File: src/rtl/spdif_pkg.sv
// spdif_pkg: channel-status field map, block length and decoder states
// shared by the S/PDIF channel-status encoder and decoder.
package spdif_pkg;
    localparam int CS_BITS = 192;

    localparam int CONSUMER_POS = 0;
    localparam int LPCM_POS = 1;
    localparam int D_LSB = 3;
    localparam int D_W = 3;
    localparam int CAT_LSB = 8;
    localparam int CAT_W = 8;
    localparam int SRC_LSB = 16;
    localparam int SRC_W = 4;
    localparam int CHN_LSB = 20;
    localparam int CHN_W = 4;
    localparam int FS_LSB = 24;
    localparam int FS_W = 4;
    localparam int WL_LSB = 32;
    localparam int WL_W = 4;

    typedef enum logic [1:0] {
        HUNT,
        ARMED,
        COLLECT
    } cs_state_t;
endpackage

File: src/rtl/spdif_channel_status_decoder_if.sv
// spdif_channel_status_decoder_if: subframe strobe inputs and decoded
// channel-status outputs of the decoder.
interface spdif_channel_status_decoder_if;
    import spdif_pkg::*;

    logic bitValid;
    logic subframeB;
    logic blockStart;
    logic csBit;
    logic [CS_BITS-1:0] channelStatus;
    logic consumer;
    logic linearPcm;
    logic [D_W-1:0] d;
    logic [CAT_W-1:0] categoryCode;
    logic [SRC_W-1:0] sourceNum;
    logic [CHN_W-1:0] channelNum;
    logic [FS_W-1:0] samplingFreq;
    logic [WL_W-1:0] wordLength;
    logic statusValid;
    logic locked;
    logic blockError;

    modport master (
        output bitValid, subframeB, blockStart, csBit,
        input channelStatus, consumer, linearPcm, d,
        input categoryCode, sourceNum, channelNum,
        input samplingFreq, wordLength,
        input statusValid, locked, blockError
    );

    modport slave (
        input bitValid, subframeB, blockStart, csBit,
        output channelStatus, consumer, linearPcm, d,
        output categoryCode, sourceNum, channelNum,
        output samplingFreq, wordLength,
        output statusValid, locked, blockError
    );
endinterface

File: src/rtl/spdif_cs_fields.sv
// spdif_cs_fields: combinational slicer from a 192-bit consumer
// channel-status word to its named mode-0 fields.
module spdif_cs_fields
    import spdif_pkg::*;
(
    input  logic [CS_BITS-1:0] word,
    output logic consumer,
    output logic linearPcm,
    output logic [D_W-1:0] d,
    output logic [CAT_W-1:0] categoryCode,
    output logic [SRC_W-1:0] sourceNum,
    output logic [CHN_W-1:0] channelNum,
    output logic [FS_W-1:0] samplingFreq,
    output logic [WL_W-1:0] wordLength
);
    logic unused_bits;

    assign consumer = ~word[CONSUMER_POS];
    assign linearPcm = ~word[LPCM_POS];
    assign d = word[D_LSB +: D_W];
    assign categoryCode = word[CAT_LSB +: CAT_W];
    assign sourceNum = word[SRC_LSB +: SRC_W];
    assign channelNum = word[CHN_LSB +: CHN_W];
    assign samplingFreq = word[FS_LSB +: FS_W];
    assign wordLength = word[WL_LSB +: WL_W];

    assign unused_bits = ^{word[2], word[7:6], word[31:28],
                           word[CS_BITS-1:36]};
endmodule

File: src/rtl/spdif_channel_status_decoder.sv
// spdif_channel_status_decoder: aligns per-subframe C bits to the block start
// and publishes the 192-bit word; SPDIF_CS_STABLE_EN adds a two-block match.
module spdif_channel_status_decoder
    import spdif_pkg::*;
#(
    parameter bit CHANNEL_SEL = 1'b0
) (
    input logic clk,
    input logic resetN,
    spdif_channel_status_decoder_if.slave bus
);
    localparam logic [7:0] LAST = 8'(CS_BITS - 1);

    cs_state_t state, state_n;
    logic [7:0] idx, idx_n, widx;
    logic [CS_BITS-1:0] shift, word, cs;
    logic a_sub, a_start, acc;
    logic store, done, err;
    logic status_valid, lock, block_error;

    assign a_sub = bus.bitValid & ~bus.subframeB;
    assign a_start = a_sub & bus.blockStart;
    assign acc = bus.bitValid & (bus.subframeB == CHANNEL_SEL);

    always_comb begin
        word = shift;
        word[CS_BITS-1] = bus.csBit;
    end

    always_ff @(posedge clk or negedge resetN) begin
        if (!resetN) begin
            state <= HUNT;
            idx <= 8'd0;
        end else begin
            state <= state_n;
            idx <= idx_n;
        end
    end

    // idx == 0 in COLLECT means a block just completed and frame 0 is due.
    always_comb begin
        state_n = state;
        idx_n = idx;
        widx = idx;
        store = 1'b0;
        done = 1'b0;
        err = 1'b0;
        unique case (state)
            HUNT: begin
                if (a_start) begin
                    state_n = CHANNEL_SEL ? ARMED : COLLECT;
                    store = ~CHANNEL_SEL;
                    widx = 8'd0;
                    idx_n = CHANNEL_SEL ? 8'd0 : 8'd1;
                end
            end
            ARMED: begin
                if (acc) begin
                    state_n = COLLECT;
                    store = 1'b1;
                    widx = 8'd0;
                    idx_n = 8'd1;
                end
            end
            COLLECT: begin
                if (a_start) begin
                    err = (idx != 8'd0);
                    state_n = CHANNEL_SEL ? ARMED : COLLECT;
                    store = ~CHANNEL_SEL;
                    widx = 8'd0;
                    idx_n = CHANNEL_SEL ? 8'd0 : 8'd1;
                end else if (a_sub && idx == 8'd0) begin
                    err = 1'b1;
                    state_n = HUNT;
                end else if (acc && idx != 8'd0) begin
                    store = 1'b1;
                    done = (idx == LAST);
                    idx_n = done ? 8'd0 : idx + 8'd1;
                end
            end
            default: state_n = HUNT;
        endcase
    end

`ifdef SPDIF_CS_STABLE_EN
    logic [CS_BITS-1:0] prev;
    logic have_prev;
`endif

    always_ff @(posedge clk or negedge resetN) begin
        if (!resetN) begin
            shift <= '0;
            cs <= '0;
            status_valid <= 1'b0;
            lock <= 1'b0;
            block_error <= 1'b0;
`ifdef SPDIF_CS_STABLE_EN
            prev <= '0;
            have_prev <= 1'b0;
`endif
        end else begin
            status_valid <= 1'b0;
            block_error <= err;
            if (store) shift[widx] <= bus.csBit;
            if (err) lock <= 1'b0;
`ifdef SPDIF_CS_STABLE_EN
            if (err) have_prev <= 1'b0;
            if (done) begin
                prev <= word;
                have_prev <= 1'b1;
                if (have_prev && word == prev) begin
                    lock <= 1'b1;
                    if (word != cs) begin
                        cs <= word;
                        status_valid <= 1'b1;
                    end
                end
            end
`else
            if (done) begin
                cs <= word;
                status_valid <= 1'b1;
                lock <= 1'b1;
            end
`endif
        end
    end

    assign bus.channelStatus = cs;
    assign bus.statusValid = status_valid;
    assign bus.locked = lock;
    assign bus.blockError = block_error;

    spdif_cs_fields u_fields (
        .word(cs),
        .consumer(bus.consumer),
        .linearPcm(bus.linearPcm),
        .d(bus.d),
        .categoryCode(bus.categoryCode),
        .sourceNum(bus.sourceNum),
        .channelNum(bus.channelNum),
        .samplingFreq(bus.samplingFreq),
        .wordLength(bus.wordLength)
    );
endmodule
File: src/flat_wrapper.sv
// flat-port wrapper written by rule: the top's interface ports become plain ports
module spdif_channel_status_decoder_flat import spdif_pkg::*;
#(
    parameter bit CHANNEL_SEL = 1'b0
)
  (clk, resetN, bus_bitValid, bus_subframeB, bus_blockStart, bus_csBit, bus_channelStatus, bus_consumer, bus_linearPcm, bus_d, bus_categoryCode, bus_sourceNum, bus_channelNum, bus_samplingFreq, bus_wordLength, bus_statusValid, bus_locked, bus_blockError);
  spdif_channel_status_decoder_if bus_i ();
  input logic clk;
  input logic resetN;
  input wire logic [$bits(bus_i.bitValid)-1:0] bus_bitValid;
  input wire logic [$bits(bus_i.subframeB)-1:0] bus_subframeB;
  input wire logic [$bits(bus_i.blockStart)-1:0] bus_blockStart;
  input wire logic [$bits(bus_i.csBit)-1:0] bus_csBit;
  output wire logic [$bits(bus_i.channelStatus)-1:0] bus_channelStatus;
  output wire logic [$bits(bus_i.consumer)-1:0] bus_consumer;
  output wire logic [$bits(bus_i.linearPcm)-1:0] bus_linearPcm;
  output wire logic [$bits(bus_i.d)-1:0] bus_d;
  output wire logic [$bits(bus_i.categoryCode)-1:0] bus_categoryCode;
  output wire logic [$bits(bus_i.sourceNum)-1:0] bus_sourceNum;
  output wire logic [$bits(bus_i.channelNum)-1:0] bus_channelNum;
  output wire logic [$bits(bus_i.samplingFreq)-1:0] bus_samplingFreq;
  output wire logic [$bits(bus_i.wordLength)-1:0] bus_wordLength;
  output wire logic [$bits(bus_i.statusValid)-1:0] bus_statusValid;
  output wire logic [$bits(bus_i.locked)-1:0] bus_locked;
  output wire logic [$bits(bus_i.blockError)-1:0] bus_blockError;
  assign bus_i.bitValid = bus_bitValid;
  assign bus_i.subframeB = bus_subframeB;
  assign bus_i.blockStart = bus_blockStart;
  assign bus_i.csBit = bus_csBit;
  assign bus_channelStatus = bus_i.channelStatus;
  assign bus_consumer = bus_i.consumer;
  assign bus_linearPcm = bus_i.linearPcm;
  assign bus_d = bus_i.d;
  assign bus_categoryCode = bus_i.categoryCode;
  assign bus_sourceNum = bus_i.sourceNum;
  assign bus_channelNum = bus_i.channelNum;
  assign bus_samplingFreq = bus_i.samplingFreq;
  assign bus_wordLength = bus_i.wordLength;
  assign bus_statusValid = bus_i.statusValid;
  assign bus_locked = bus_i.locked;
  assign bus_blockError = bus_i.blockError;
  spdif_channel_status_decoder #(.CHANNEL_SEL(CHANNEL_SEL)) u_core (.clk(clk), .resetN(resetN), .bus(bus_i));
endmodule
File: config.mk
export PLATFORM = sky130hd
export DESIGN_NAME = spdif_channel_status_decoder_flat
export DESIGN_NICKNAME = d
export VERILOG_FILES = /design/src/rtl/spdif_pkg.sv /design/src/rtl/spdif_channel_status_decoder_if.sv /design/src/rtl/spdif_cs_fields.sv /design/src/rtl/spdif_channel_status_decoder.sv /design/src/flat_wrapper.sv
export SDC_FILE = /design/constraint.sdc
export NUM_CORES = 1
export LEC_CHECK = 0
export CELL_PAD_IN_SITES_DETAIL_PLACEMENT = 1
export CELL_PAD_IN_SITES_GLOBAL_PLACEMENT = 1
export CORE_MARGIN = 2
export CORE_UTILIZATION = 39
export DETAILED_ROUTE_END_ITERATION = 10
export PLACE_DENSITY = 0.72
export SYNTH_ARGS = -nofsm -noshare
export SYNTH_HDL_FRONTEND = slang
export SYNTH_SLANG_ARGS = --single-unit
File: constraint.sdc
create_clock -name clk -period 2.79 [get_ports clk]
set_input_delay 0.279 -clock clk [delete_from_list [all_inputs] [get_ports clk]]
set_output_delay 0.279 -clock clk [all_outputs]
set_load 0.01 [all_outputs]
* Word level (Yosys, flattened, before mapping)
Cells that the tools add are included.
Widths: inputs -> output; s select.
** Word-level totals
- Word-level logic and storage cells :: 68
- Input bits :: 6
- Register bits :: 397
** Operators by class
- Equality and inequality tests :: 8
- Reduce and logical (&&, ||, !) cells :: 11
- Bitwise gates (word level) :: 5
- Order comparisons :: 2
- Add/sub/neg operators :: 1
- Muxes and demuxes :: 34
** Operator list (count)
- $bwmux 192 :: 1
- $mux 8 :: 8
- $pmux 8 s3 :: 1
- $mux 1 :: 16
- $pmux 8 s2 :: 1
- $lt 8x9->1 const B :: 1
- $add 8x1->8 const B :: 1
- $demux 1 s8 :: 1
- $eq 8x8->1 const B :: 1
- $ge 8x1->1 const B :: 1
- $logic_not 8->1 :: 1
- $mux 2 :: 4
- $reduce_bool 8->1 :: 1
- $ne 3x1->1 const B :: 2
- $pmux 2 s3 :: 1
- $reduce_and 5->1 :: 1
- $ne 2x1->1 const B :: 2
- $logic_and 1x1->1 :: 3
- $ne 3x2->1 const B :: 1
- $not 1->1 :: 3
- $pmux 1 s3 :: 1
- $reduce_and 3->1 :: 1
- $reduce_bool 3->1 :: 1
- $and 1x1->1 :: 2
- 5 further kinds :: 5

* Logic depth before layout (Yosys ltp)
Gate-level depths: netlist of run 1.
- Depth after elaboration :: 10
- Depth in mapped cells :: 9

* Modules after synthesis
A second synthesis of run 1 with hierarchy kept.
** Second synthesis, totals
- Cells, all modules :: 1202
- Area, all modules :: 16326.9 um^2
** By module, submodules not included
- spdif_channel_status_decoder :: seq. area each 9884.5 um^2, times used 1, cells each 1173, area an instance 16116.7 um^2
- spdif_cs_fields :: seq. area each 0.0 um^2, times used 1, cells each 29, area an instance 210.2 um^2

* Worst setup path before layout of run 1
Ideal clock, no wire load.
- Path type :: reg2reg
- Start :: register u_core.idx[0]
- End :: register u_core.shift[8]
- Setup slack :: 0.669 ns
- Arrival :: 1.996 ns
- Library setup time :: 0.125 ns
- Stages on the path, launching flop included :: 9
- Buffers on the path :: 2
- Period minus slack after synthesis :: 2.121 ns
- Cells stage by stage :: dfrtp_1 > clkbuf_1 > inv_1 > ha_1 > or3b_2 > nor3b_4 > buf_6 > nand2_1 > mux2_4
** Between the ends
- Cells in the longest elaborated chain, start to end :: 7
- Elaborated cells between the ends (all ways) :: 17
- Those cells by class :: order compare: 2; mux: 10; reduce/logical: 5
** RTL lines
- start: declaration :: line spdif_channel_status_decoder.sv:15 : logic [7:0] idx, idx_n, widx;
- start signal: assignment :: line spdif_channel_status_decoder.sv:36 : idx <= idx_n;
- $mux 8 (on tied branches) :: line spdif_channel_status_decoder.sv:50, spdif_channel_status_decoder.sv:66, spdif_channel_status_decoder.sv:58
- $pmux 8 s2 :: line spdif_channel_status_decoder.sv:48 : unique case (state)
- $lt 8x9->1 (implied by the code) or $ge 8x1->1 (tied branches) :: line spdif_channel_status_decoder.sv:104 : if (store) shift[widx] <= bus.csBit;
- $logic_and 1x1->1 (implied by the code) :: line spdif_channel_status_decoder.sv:104
- $mux 1 (implied by the code) :: line spdif_channel_status_decoder.sv:104
- $demux 1 s8
- $bwmux 192 :: line spdif_channel_status_decoder.sv:104
- end signal: indexed assignment :: line spdif_channel_status_decoder.sv:104
- end: declaration :: line spdif_channel_status_decoder.sv:16 : logic [CS_BITS-1:0] shift, word, cs;
Parallel ways exist; a longest one is shown, timed or not.
A chain may end at the register's enable or synchronous reset.

* Final worst setup path of run 1
- Start :: register u_core.idx[0]
- End :: register u_core.shift[19]
The elaborated chain is that of the path after synthesis.

==> summary.txt, run 1 <==
Worst setup path
  – Critical path's slowest cell: a211oi_2
  – Crit-path cells: inv_1 > ha_1 > a211oi_2 > nand4_1 > mux2_2
  – Crit path DAT: 2980 ps
  – Critical path peak fanout: 12
  – Crit-path max cell delay: 850 ps
  – Crit path launch type: register
  – Crit end category: register
  – WP buf/inv: 1
  – Required time worst endpoint: 3230 ps
  – Setup Crit Path Kind: reg -> reg
  – CP top delay family: compound AO/OA/AOI/OAI gates

Floorplanning
  – Initial Utilization: 39.3%
  – Row count: 75
  – Chip Width: 209 microns
  – Die area: 43,600 sq um
  – Chip height: 209 microns
  – I/O pin count: 230
  – Core area: ~42,000 sq um

Synthesis
  – Post-synthesis simple-gate area fraction: approximately 7.7%
  – Post-Syn Nets: 1,234
  – Synthesized area: approximately 16,000 sq um
  – Synth top area cells: dfrtp_1 60%, mux2_2 21%, o31ai_1 2.8%, nand3_1 2.5%, o21ai_0 2.0%
  – Synth Warn #: 0
  – Adder-cell share of the synthesized area: less than 1%
  – Top-area cell type share of the netlist area: 60.4%
  – Mux cell area share after synthesis: between 20 and 25%
  – Yosys reg bits: 395
  – Largest family of logic cells by synthesized area: multiplexers
  – Leading area contributor after synthesis: dfrtp_1
  – Synth Area in Compound Gates: 5.30%
  – Number of flops mapped to enable cells by yosys: 0
  – Ys flop type: dfrtp_1
  – Synthesized instance count: 1,226
  – Ys async rst share: 100%
  – Yosys cell types: 44
  – Syn Area/Cell: between 10 and 15 sq um
  – Xor/xnor share of the synthesized area: 0%
  – Sequential area share after synthesis: 60.4%

Global route
  – Initial antenna violation count: 0
  – Vias in the first global route: 11,400
  – First-pass GRT wire length: 69,300 microns
  – Gr ovfl total: 0
  – Largest net degree at the start of global routing: 92
  – GRT Total Usage: 20.5%

Timing
  – Final Hold Vio Count: 0
  – Worst Tran Pin Value: 1020 ps
  – WHS: 350 ps
  – Worst rel slew slack: 32.1%
  – TNS Setup: 0 ps
  – Period utilization: 91.2%
  – Crit path time final: 2550 ps
  – Final setup fails: 0
  – Maximum clock rate: approximately 390 MHz
  – Fin. max-slew vios: 0
  – RSZ-0062 raised after global routing: false
  – Clock Skew: 19.1 ps

CTS
  – PostCTS Resize Cnt: 0
  – Clock latency on the worst-skew pair: 560 ps
  – Clock Sink Count: 395
  – Worst-path clk slew: 60 ps
  – CTS Buf Count: 43
  – TritonCTS clock tree: yes
  – Max Buffers Root-to-Sink: 3
  – CTS H-tree lvls: 2
  – Clock root buffer master: clkbuf_16

Drt
  – Initial drt markers: around 610
  – DRC: 0
  – Vias/cell: 5.33
  – 1st-pass router iterations: 5
  – WL/cell: around 22 microns
  – Vias: around 11,000
  – Routed Antenna Nets: 0
  – Routed WL: ~45,000 microns

Layout
  – Fillers: 4,192
  – Fin area: 20,800 sq um
  – Share of cells above drive strength 1: 32.1%
  – Most frequent cells in the layout: 395 x dfrtp_1, 311 x mux2_2, 227 x clkdlybuf4s50_1
  – P&R area growth vs syn: 27.3%
  – Reg area: 9880 sq um
  – Most common cell after layout, fill and taps aside: dfrtp_1
  – Ant. Diodes: 0
  – Area occupied by multi-input gates: a little under 6000 sq um
  – Final net count: 1,460

Place
  – Placement Cell Area: 19,400 sq um
  – DP Wirelength: between 20,000 and 30,000 microns
  – Gpl congestion: about 0.9
  – I/O Buffers: 229

Power and ir drop
  – Maximum VDD drop: about 0.46 mV
  – P_leak: 9.60 nW
  – Pwr Density: 603 nW/um^2

Worst hold path
  – Worst hold path class: in -> async

Run
  – Max-cap violation count: 0

Status
  – Status: completed
==> per-layer routing <==
| layer | vias up | track usage (%) | wire length, microns |
|---|---|---|---|
| met1 | 5638 | 27.9 | 20000 |
| met5 | - | 0 | 0 |
| met4 | 0 | 6.48 | 1200 |
| li1 | 4814 | - | - |
| met2 | 253 | 33.9 | 21600 |
| met3 | 69 | 3.35 | 1780 |
==> worst register-to-register path: stages (launching register included) <==
cell and delay, ps:
dfrtp_1 560, inv_1 120, ha_1 290, a211oi_2 850, nand4_1 280, mux2_2 330
==> synth_stat cells, types with 4 or more instances <==
| library cell | n |
|---|---|
| mux2_4 | 10 |
| o21ai_0 | 65 |
| nor2_1 | 11 |
| nand2_1 | 61 |
| nor4_1 | 5 |
| dfrtp_1 | 395 |
| buf_2 | 31 |
| inv_1 | 6 |
| clkbuf_1 | 57 |
| a31oi_1 | 4 |
| nor3_1 | 27 |
| nand4_1 | 8 |
| nand3_1 | 82 |
| o31ai_1 | 60 |
| and3_1 | 4 |
| nand2b_1 | 8 |
| buf_4 | 30 |
| or3_1 | 5 |
| nor3_2 | 7 |
| nor2b_1 | 8 |
| mux2_2 | 311 |
==> per-stage QoR <==
stage	utilization [%]	power, mW	cells	setup slack [ps]
5_1_grt	50.0	13.0	2023	19.5
2_1_floorplan	-	6.51	1226	669
6_report	50.0	12.6	2023	245
3_3_place_gp	46.7	7.09	1945	205
4_1_cts	50.0	12.7	2023	244
3_5_place_dp	46.7	7.12	1945	155
==> path summary, 6_finish.rpt <==
path	startpoint	end	slack, ps	cells past startpoint
max	u_core.idx[0]	u_core.shift[19]	240	5
min	resetN	u_core.shift[86]	350	2
max reg2reg	u_core.idx[0]	u_core.shift[19]	240	5
min reg2reg	u_core.shift[15]	u_core.shift[15]	500	2
max in group asynchronous	resetN	u_core.bus.channelStatus[12]	1570	3
min in group clk	bus_csBit	u_core.shift[158]	380	2
==> report_power, final <==
group / leakage [nW] / internal [mW] / switching (mW) / total [mW]
Combinational: 3.45 / 0.348 / 0.756 / 1.10
Clock: 0.660 / 3.25 / 2.29 / 5.54
Sequential: 5.49 / 5.81 / 0.102 / 5.92
Total: 9.60 / 9.41 / 3.15 / 12.6
==> sequential cells by signal (all words and copies together), names as in the netlist <==
signal                    flops
u_core.bus.channelStatus    192
u_core.shift                191
u_core.idx                    8
u_core.bus.blockError         1
u_core.bus.locked             1
u_core.bus.statusValid        1
u_core.state                  1
==> repair_timing <==
| action | CTS | global route |
|---|---|---|
| hold endpoints to repair | 79 | 0 |
| setup buffers | 0 | 0 |
| endpoints found under the setup margin | 0 | 0 |
| hold buffers | 1 | 0 |
==> final cells by class <==
type | instances | share of cell area (%)
sequential | 395 | 47.5
timing repair buffer | 301 | 14.3
tap | 539 | 3.24
clock buffer | 69 | 6.17
multi-input combinational | 705 | 28.2
inverter | 6 | 0.108
clock inverter | 8 | 0.439
==> logic make-up (layout without fill, tap and decap cells) <==
logic type	after synthesis	in the layout
flops	395	395
mux	324	324
simple gates	241	241
compound gates	138	138
buf+inv	126	384
fa+ha+maj	2	2
Power figures use the tool's default switching activity.
==> run 2: changes to the inputs <==
--- a/config.mk
+++ b/config.mk
@@ -7,7 +7,6 @@
 export LEC_CHECK = 0
 export CELL_PAD_IN_SITES_DETAIL_PLACEMENT = 1
 export CELL_PAD_IN_SITES_GLOBAL_PLACEMENT = 1
-export CORE_MARGIN = 2
 export CORE_UTILIZATION = 39
 export DETAILED_ROUTE_END_ITERATION = 10
 export PLACE_DENSITY = 0.72
==> summary.txt, run 2 (synthesized netlist as in run 1, its figures left out) <==
Drt
  – Initial drt markers: 639
  – Vias: 10,800
  – Routed Antenna Nets: 0
  – Routed WL: 45,300 microns
  – 1st-pass router iterations: 9
  – DRC: 12
  – Vias/cell: 5.33
  – WL/cell: 22.5 microns

Global route
  – Initial antenna violation count: 0
  – GRT Total Usage: 21.8%
  – Largest net degree at the start of global routing: 110
  – First-pass GRT wire length: 70,900 microns
  – Vias in the first global route: 11,500
  – Gr ovfl total: 0

Worst hold path
  – Worst hold path class: in -> reg
  – Hold Startpoint: bus_csBit
  – Worst hold path depth: 2
  – Hold EP: u_core.shift[6]

Layout
  – Most common cell after layout, fill and taps aside: dfrtp_1
  – Ant. Diodes: 0
  – Fin cells: 2,016
  – Fin area: 20,900 sq um
  – Finished Core Util: 50.9%
  – P&R area growth vs syn: 28.0%
  – Final net count: 1,458
  – Share of cells above drive strength 1: 32.6%
  – Flip-flop count of the largest register after layout: 192
  – Most frequent cells in the layout: 395 x dfrtp_1, 311 x mux2_2, 227 x clkdlybuf4s50_1

Status
  – Failing checks: design-rule violations
  – Status: complete, but fails checks

CTS
  – Clock Sink Count: approximately 400
  – CTS Buf Count: between 40 and 50
  – Clock latency on the worst-skew pair: roughly 570 ps
  – Clock root buffer master: clkbuf_16
  – Max Buffers Root-to-Sink: 3
  – Worst-path clk slew: approximately 60 ps
  – CTS H-tree lvls: 2
  – TritonCTS clock tree: yes

Worst setup path
  – Setup Crit Path Kind: reg -> reg
  – Crit-path cells: inv_1 > ha_1 > or3b_2 > nor3b_4 > nand2_1 > mux2_4
  – Required time worst endpoint: roughly 3200 ps
  – Worst R2R Setup Slack: between 200 and 250 ps
  – Critical path peak fanout: 13
  – CP top delay family: simple AND/OR/NAND/NOR gates
  – Worst R2R Start: u_core.idx[0]
  – Crit path DAT: 2980 ps
  – R2r endpoint: u_core.shift[14]
  – WP buf/inv: 1
  – Critical path's slowest cell: nor3b_4
  – Worst reg-to-reg path cell count: 6
  – Crit end category: register
  – Crit path launch type: register
  – Crit-path max cell delay: 630 ps

Floorplanning
  – Chip Width: 207 microns
  – Die area: 42,800 sq um
  – Core area: just over 40,000 sq um
  – Initial Utilization: 39.8%
  – Chip height: 207 microns
  – I/O pin count: 230
  – Row count: 74

Timing
  – Crit path time final: 2540 ps
  – Final Hold Vio Count: 0
  – WHS: ~210 ps
  – Fin. max-slew vios: 0
  – Setup ws final: about 250 ps
  – TNS Setup: 0 ps
  – Final setup fails: 0
  – Worst Tran Pin Value: 716 ps
  – RSZ-0062 raised after global routing: false
  – Maximum clock rate: 393 MHz
  – Clock Skew: approximately 20 ps
  – Worst rel slew slack: 52.2%
  – Period utilization: 91.2%

Place
  – DP Wirelength: about 30,000 microns
  – Placed cells: 1,936
  – Gpl congestion: about 0.85
  – Placement Cell Area: around 20,000 sq um
  – I/O Buffers: 229
  – Post-Place Setup Slack: 296 ps

Power and ir drop
  – Pwr Density: around 620 nW/um^2
  – Maximum VDD drop: 0.432 mV
  – Pwr Total: 12.9 mW
  – P_leak: between 9 and 10 nW

Run
  – Max-cap violation count: 0
## run 2: worst max path at each step
stage / start / endpoint / slack [ps] / cells past startpoint
floorplan: u_core.idx[0] / u_core.shift[8] / 670 / 8
global placement: bus_blockStart / u_core.shift[129] / 340 / 6
detailed placement: bus_blockStart / u_core.shift[129] / 300 / 6
CTS: u_core.idx[0] / u_core.shift[14] / 290 / 6
global route: u_core.idx[0] / u_core.shift[14] / 120 / 6
finish: u_core.idx[0] / u_core.shift[14] / 250 / 6
## run 2: final cells by class
class,count,area (sq um)
Clock buffer,60,1230
Clock inverter,19,246
Fill cell,4103,20200
Inverter,6,22.5
Multi-Input combinational cell,705,5880
Sequential cell,395,9880
Tap cell,532,666
Timing Repair Buffer,299,3010
## run 2: power breakdown
group / switching [mW] / leakage, nW / total [mW] / internal, mW
sequential: 0.112 / 5.49 / 5.92 / 5.81
combinational: 0.732 / 3.45 / 1.05 / 0.314
clock: 2.36 / 0.721 / 5.92 / 3.56
## run 2: what timing repair did
action / CTS / global route
setup buffers: 0 / 0
hold buffers: 1 / 0
endpoints found under the hold margin: 52 / 0
gates resized for setup: 0 / 0
## run 2: layer usage
| layer | part of all wire, % | vias up | routed length (microns) | global-route usage, % |
|---|---|---|---|---|
| li1 | - | 4813 | - | - |
| met1 | 45 | 5653 | 20200 | 29.4 |
| met2 | 49 | 238 | 22300 | 36.3 |
| met3 | 4.2 | 51 | 1910 | 4.22 |
| met4 | 1.8 | 0 | 827 | 5.32 |
| met5 | 0 | - | 0 | 0 |
## run 2: worst reg2reg max path: cells and delay by family, from the launching register on
family / cells / cell delay, ps
multiplexers: 1 / 330
AND/OR/NAND/NOR: 3 / 1120
adder cells (fa/ha/maj): 1 / 290
buffers and inverters: 1 / 130
flip-flops: 1 / 550
